`src/rtl/detector_jogada.sv`:
```
// rtl/detector_jogada.sv - button synchroniser, debouncer and play validator feeding the game datapath
module detector_jogada #(
   parameter int DEBOUNCE_CICLOS = 5
) (
   input  logic       clock,
   input  logic       reset,
   input  logic [3:0] botoes,
   input  logic       habilita,
   output logic [3:0] jogada,
   output logic       tem_jogada,
   output logic       jogada_invalida,
   output logic [2:0] db_estado
);

   localparam int CW = $clog2(DEBOUNCE_CICLOS + 1);
   localparam logic [CW-1:0] CNT_FIM = CW'(DEBOUNCE_CICLOS - 1);

   localparam logic [2:0] ESPERA = 3'd0;
   localparam logic [2:0] FILTRA = 3'd1;
   localparam logic [2:0] ACEITA = 3'd2;
   localparam logic [2:0] SEGURA = 3'd3;
   localparam logic [2:0] SOLTA  = 3'd4;

   logic [3:0]    sync1;
   logic [3:0]    s;
   logic [3:0]    cand;
   logic [CW-1:0] cnt;
   logic [2:0]    estado;
   logic [2:0]    prox;
   logic          cand_onehot;
   logic          cnt_fim;

   assign cand_onehot = (cand != 4'd0) && ((cand & (cand - 4'd1)) == 4'd0);
   assign cnt_fim     = (cnt == CNT_FIM);

   always_ff @(posedge clock) begin
      if (reset) begin
         sync1 <= 4'd0;
         s     <= 4'd0;
      end else begin
         sync1 <= botoes;
         s     <= sync1;
      end
   end

   // habilita only gates the arming path; once accepted, release tracking always runs
   always_comb begin
      prox = estado;
      case (estado)
         ESPERA: if (habilita && (s != 4'd0)) prox = FILTRA;
         FILTRA: begin
            if ((s != cand) || !habilita) prox = ESPERA;
            else if (cnt_fim)             prox = ACEITA;
         end
         ACEITA: prox = SEGURA;
         SEGURA: if (s == 4'd0) prox = SOLTA;
         SOLTA: begin
            if (s != 4'd0)   prox = SEGURA;
            else if (cnt_fim) prox = ESPERA;
         end
         default: prox = ESPERA;
      endcase
   end

   always_ff @(posedge clock) begin
      if (reset) begin
         estado <= ESPERA;
      end else begin
         estado <= prox;
      end
   end

   // counter saturates at its terminal value so it can never wrap back into range
   always_ff @(posedge clock) begin
      if (reset) begin
         cnt <= '0;
      end else begin
         case (estado)
            ESPERA: if (prox == FILTRA) cnt <= '0;
            FILTRA: if ((prox == FILTRA) && !cnt_fim) cnt <= cnt + 1'b1;
            SEGURA: if (s == 4'd0) cnt <= '0;
            SOLTA:  if ((prox == SOLTA) && !cnt_fim) cnt <= cnt + 1'b1;
            default: cnt <= cnt;
         endcase
      end
   end

   always_ff @(posedge clock) begin
      if (reset) begin
         cand <= 4'd0;
      end else if ((estado == ESPERA) && (prox == FILTRA)) begin
         cand <= s;
      end
   end

   always_ff @(posedge clock) begin
      if (reset) begin
         jogada <= 4'd0;
      end else if ((estado == ACEITA) && cand_onehot) begin
         jogada <= cand;
      end
   end

   assign tem_jogada      = (estado == ACEITA) && cand_onehot;
   assign jogada_invalida = (estado == ACEITA) && !cand_onehot;
   assign db_estado       = estado;

endmodule

```
`config.mk`:
```
export PLATFORM = sky130hd
export DESIGN_NAME = detector_jogada
export DESIGN_NICKNAME = d
export VERILOG_FILES = /design/src/rtl/detector_jogada.sv
export SDC_FILE = /design/constraint.sdc
export NUM_CORES = 1
export LEC_CHECK = 0
export BUFFER_PORTS_ARGS = -buffer_cell sky130_fd_sc_hd__buf_2
export CORE_ASPECT_RATIO = 0.6
export CORE_MARGIN = 2
export CORE_UTILIZATION = 40
export DETAILED_ROUTE_END_ITERATION = 8
export PLACE_DENSITY_LB_ADDON = 0.15
export REMOVE_ABC_BUFFERS = 1
export SKIP_CTS_REPAIR_TIMING = 1
export SYNTH_ARGS = -nofsm -noshare
export SYNTH_HDL_FRONTEND = slang
export SYNTH_SLANG_ARGS = --single-unit
```
`constraint.sdc`:
```
create_clock -name clock -period 4.2 [get_ports clock]
set_clock_uncertainty 0.2 [all_clocks]
set_input_delay 0.21 -clock clock [delete_from_list [all_inputs] [get_ports clock]]
set_output_delay 0.21 -clock clock [all_outputs]
set_load 0.01 [all_outputs]
```
Word-level counts from Yosys, hierarchy flattened
Cells that the tools add are included.
{ "classes": {"reduce_logical": 18, "n_bitwise": 1, "add_sub_neg": 2, "eq_ne": 12, "n_mux": 12} }
{ "ops": {"columns": ["cell", "count"], "rows": [
  ["3-bit 2-to-1 mux", 10],
  ["3-bit one-hot mux with 5 select lines", 1],
  ["3-bit one-hot mux with 4 select lines", 1],
  ["4-bit nonzero test", 3],
  ["3-bit equality test, second input constant", 3],
  ["4-bit zero test", 2],
  ["2-bit != test, second input constant", 4],
  ["1-bit logical AND", 7],
  ["3-bit by 1-bit equality test with 1-bit output, second input constant", 2],
  ["3-bit by 2-bit equality test with 1-bit output, second input constant", 2],
  ["5-bit AND reduction", 1],
  ["4-bit AND", 1],
  ["4-bit != test", 1],
  ["4-bit by 1-bit subtractor with 4-bit output, second input constant", 1],
  ["3-bit by 1-bit adder with 3-bit output, second input constant", 1],
  ["1-bit zero test", 3],
  ["3-bit zero test", 1],
  ["1-bit logical OR", 1]
]} }
{ "word_totals": {"regBits": 22, "word_cells": 51} }

Longest topological paths before layout
{ "logic_depth": {"depth_word": 8, "depth_mapped": 7} }

Worst setup path after synthesis
Ideal clock, no wire load.
{ "synth_timing": {"kind": "flip-flop to flip-flop", "start": "reg estado[0] (netlist: db_estado[0])", "end": "reg cnt[2]", "setup_time_ps": 117, "arrival_time_ps": 1489, "t_required_ps": 3883, "path_slack_ps": 2394, "path_stages_with_launch": 7, "period_less_slack_ps": 1806, "cell_sequence": "dfxtp_1 > buf_4 > and4bb_1 > nand2_2 > o31ai_2 > o211ai_1 > a32o_1"} }
{ "synth_via": {"elab_chain_cells": 7, "word_cells_on_any_way": 23} }
{ "synth_rtl": {"columns": ["item", "line", "source"], "rows": [
  ["from (decl)", "28", "logic [2:0] estado;"],
  ["from (signal assigned)", "69", "estado <= prox;"],
  ["3-bit 2-to-1 mux, on equally long branches", "59, 53", null],
  ["3-bit 2-to-1 mux, on equally long branches", "58, 52", null],
  ["3-bit one-hot mux with 5 select lines", "49", "case (estado)"],
  ["3-bit equality test / 3-bit by 1-bit equality test with 1-bit output (equally long branches)", "82, 79, 80", null],
  ["1-bit logical AND, on equally long branches", "82, 80", null],
  ["2-bit != test (no line)", null, null],
  ["5-bit AND reduction (no line)", null, null],
  ["to (signal assigned)", "80", "FILTRA: if ((prox == FILTRA) && !cnt_fim) cnt <= cnt + 1'b1;"],
  ["to (signal assigned)", "82", "SOLTA: if ((prox == SOLTA) && !cnt_fim) cnt <= cnt + 1'b1;"],
  ["to (signal assigned)", "83", "default: cnt <= cnt;"],
  ["to (decl)", "27", "logic [CW-1:0] cnt;"]
]} }
Parallel ways exist; a longest one is shown, timed or not.
A chain may end at the register's enable or synchronous reset.

Final worst setup path
{ "layout_timing": {"start": "reg estado[1] (netlist: db_estado[1])", "end": "out tem_jogada"} }
{ "layout_via": {"elab_chain_cells": 2} }
{ "layout_rtl": {"columns": ["item", "line", "source"], "rows": [
  ["3-bit by 2-bit equality test with 1-bit output", "104", "assign tem_jogada = (estado == ACEITA) && cand_onehot;"],
  ["1-bit logical AND", "104", null],
  ["to (decl)", "10", "output logic tem_jogada,"]
]} }
No other way between the ends.

==> qor.yml <==
detailroute.via_count: 869
grt_antenna_before_repair: 0
cts.reportedPaths.clkPinSlew_ns: 0.08
chipWidth_um: 72.3
setup_viol: 0
clock-sinks: 22
synth-edff-count: 0
synth_ff_type: "sky130_fd_sc_hd__dfxtp_1"
power_density_nw_per_um2: 349
1st_iter_drt_viols: 85
setup_repair_after_global_routing_missed_its_margin: "false"
grt_first_pass_wirelength_mm: 3.69
crit_chain: "or2b_1 -> nor2_1 -> o211ai_2 -> inv_1 -> buf_2"
min-delay-start: "reset"
cp.arrival_ns: 1.76
cellLeakagePower_nw: 0.550
hold_path.class: "input pin to register"
timing.final.hold_violations: 0
floorplan.io_pins: 16
layout_min_cycle_time_ns: 2.17
htree_levels: 1
die_area_um2: 3250
ys.warnings.count: 0
worstPathMaxFanout: 10
number_of_buffers_created_by_cts: 3
mappedNetlistArea_um2: 1120
slew_at_the_pin_with_the_worst_max_slew_slack_ns: 0.478
most-common-layout-cells: "sky130_fd_sc_hd__dfxtp_1 (22), sky130_fd_sc_hd__buf_2 (15), sky130_fd_sc_hd__nor2_1 (11), sky130_fd_sc_hd__nor2b_1 (9), sky130_fd_sc_hd__mux2i_1 (7)"
flow.area_growth_from_synthesis_pct: 17.4
placement_rows: 14
path_class: "register to primary output"
post-place-ws_ns: 2.20
worstHoldPathCells: 2
internal_power_mw: 0.361
number_of_synthesized_register_bits: 22
max_slew_headroom_pct: 68.1
yosysSeqAreaShare_pct: 39.3
first_global_vias: 776
critical_path.max_stage_delay_ns: 0.54
grt_use_total_pct: 15.0
detail_route.drc_violations: 0
drt-wirelength-per-cell_um: 13.2
area_leader_netlist: "sky130_fd_sc_hd__dfxtp_1"
cts-root-buf: "sky130_fd_sc_hd__clkbuf_8"
combined_buffer_and_inverter_count_along_the_critical_path: 2
switching_part_of_the_total_pct: 21.4
layout_commonest_cell: "sky130_fd_sc_hd__dfxtp_1"
die_h_um: 45.0
initial_utilization_pct: 43.5
syn-instance-count: 115
timing.rr.end: "cnt[2]"
crit_path_launch_type: "register"
fmax_ghz: 0.461
grt-ovfl-total: 0
hold_path_end: "jogada[3]"
design.core.area_um2: 2570
cts_tree: "built"
firstDrtPassIters: 4
worst_r2r_path_depth: 5
reported_net_switching_power_mw: 0.0981
critical_path.endpoint_type: "primary output"
post_route_cells_drive_above_1_share_pct: 20.3
grt_max_degree: 24
ctsLongestPathBuffers: 2
drv_cap: 0
fillers: 256
power.clock.fraction_pct: 43.1
pwr-share-seq_pct: 48.2
synth_largest_type_area_fraction_pct: 39.3
worst-r2r-setup-slack_ns: 2.17
finalCritPeriodShare_pct: 51.6
route.final.wire_length_mm: 2.18
setup-tns-final_ns: 0
req_time_crit_path_ns: 3.79
clock_insertion_delay_worst_skew_ns: 0.26
setup_ws_ns: 2.03
dpl.hpwl_mm: 1.59
detail_route.vias_per_cell: 5.27
placement.io_buffers: 15
place.gp.congestion: 0.846
drv_slew: 0
critPathTopFamily: "flip-flops"
synth-async-reset-ratio_pct: 0
portion_of_total_power_attributed_to_combinational_logic_pct: 8.7
rr_startpoint: "db_estado[0]"
run_status: "finished, final reports clean"
synth.avg_cell_area_um2: 9.74
ir_drop_mv: 0.160
synth.top_cells.by_area: "sky130_fd_sc_hd__dfxtp_1 (39%), sky130_fd_sc_hd__mux2i_1 (6.3%), sky130_fd_sc_hd__nor2b_1 (5.0%)"
drtAntennaViolNets: 0
critPathSlowestCell: "sky130_fd_sc_hd__dfxtp_1"
yosys.cell_types.count: 43
num-nets-final: 143
diodes_inserted: 0
-- metal layers --
metal / GRT usage, % / up-vias / share of wire, %
li1: - / 451 / -
met2: 20.4 / 21 / 38
met1: 22.5 / 395 / 55
met5: 0 / - / 0
met3: 5.58 / 2 / 6.2
met4: 3.40 / 0 / 0.46
-- area by class of cell --
class	count	area (um^2)	share of cell area, %
Multi-Input combinational cell	82	626	47.6
Sequential cell	22	440	33.5
Timing Repair Buffer	19	115	8.75
Clock buffer	3	41.3	3.14
Tap cell	32	40.0	3.04
Clock inverter	1	30.0	2.28
Inverter	6	22.5	1.71
-- worst max path at each step --
stage / cells past startpoint / end / start / slack, ns
5_1_grt: 5 / tem_jogada / db_estado[1] / 1.90
6_report: 5 / tem_jogada / db_estado[1] / 2.03
2_1_floorplan: 5 / cnt[2] / db_estado[0] / 2.34
4_1_cts: 5 / tem_jogada / db_estado[1] / 2.03
3_5_place_dp: 5 / cnt[2] / db_estado[0] / 2.20
3_3_place_gp: 5 / cnt[2] / db_estado[0] / 2.30
-- through the flow --
| step | cell area [um^2] | total power, mW | cells | utilization, % | hold slack (ns) |
|---|---|---|---|---|---|
| after floorplan | 1090 | 0.250 | 110 | - | 0.0791 |
| after global placement | 1200 | 0.263 | 157 | 46.7 | 0.219 |
| after detailed placement | 1200 | 0.263 | 157 | 46.7 | 0.225 |
| after CTS | 1270 | 0.460 | 161 | 49.5 | -0.0520 |
| after global routing | 1320 | 0.477 | 165 | 51.1 | 0.170 |
| final | 1320 | 0.459 | 165 | 51.1 | 0.161 |
-- worst reg2reg max path, stage by stage (launching register included) --
cell                       delay (ns)
sky130_fd_sc_hd__dfxtp_1         0.60
sky130_fd_sc_hd__and4bb_1        0.28
sky130_fd_sc_hd__nand2_2         0.09
sky130_fd_sc_hd__o31ai_2         0.34
sky130_fd_sc_hd__o211ai_1        0.14
sky130_fd_sc_hd__a32o_1          0.28
-- synth_stat cells (all sizes together), types with 3 or more instances --
| master | number |
|---|---|
| dfxtp | 22 |
| nor2 | 11 |
| nor2b | 9 |
| mux2i | 7 |
| inv | 6 |
| nand2 | 6 |
| xnor2 | 4 |
| a21oi | 3 |
| buf | 3 |
| nand3 | 3 |
| o211ai | 3 |
| o21a | 3 |
| o21ai | 3 |
| o31ai | 3 |
-- sequential cells by signal, indices dropped and copies added (netlist names) --
name / flops
s: 4
cnt: 3
db_estado: 3
cand: 4
jogada: 4
sync1: 4
-- power groups by stage --
stage / Combinational [mW] / Sequential (mW) / Clock [mW]
2_1_floorplan: 0.0255 / 0.225 / 0
3_3_place_gp: 0.0367 / 0.226 / 0
3_5_place_dp: 0.0370 / 0.226 / 0
4_1_cts: 0.0373 / 0.221 / 0.202
5_1_grt: 0.0438 / 0.222 / 0.211
6_report: 0.0400 / 0.221 / 0.198
-- cell families (layout without fill, tap and decap cells) --
| kind of cell | count (synthesis) | after routing | share of synthesized area, % |
|---|---|---|---|
| AO/OA/AOI/OAI | 25 | 25 | 19.2 |
| XOR/XNOR | 6 | 6 | 4.69 |
| adder cells (fa/ha/maj) | 2 | 2 | 2.23 |
| buffers and inverters | 11 | 29 | 4.80 |
| flip-flops | 22 | 22 | 39.3 |
| multiplexers | 7 | 7 | 6.26 |
| AND/OR/NAND/NOR | 42 | 42 | 23.5 |
Note: power is estimated with default switching activity, not from simulation.
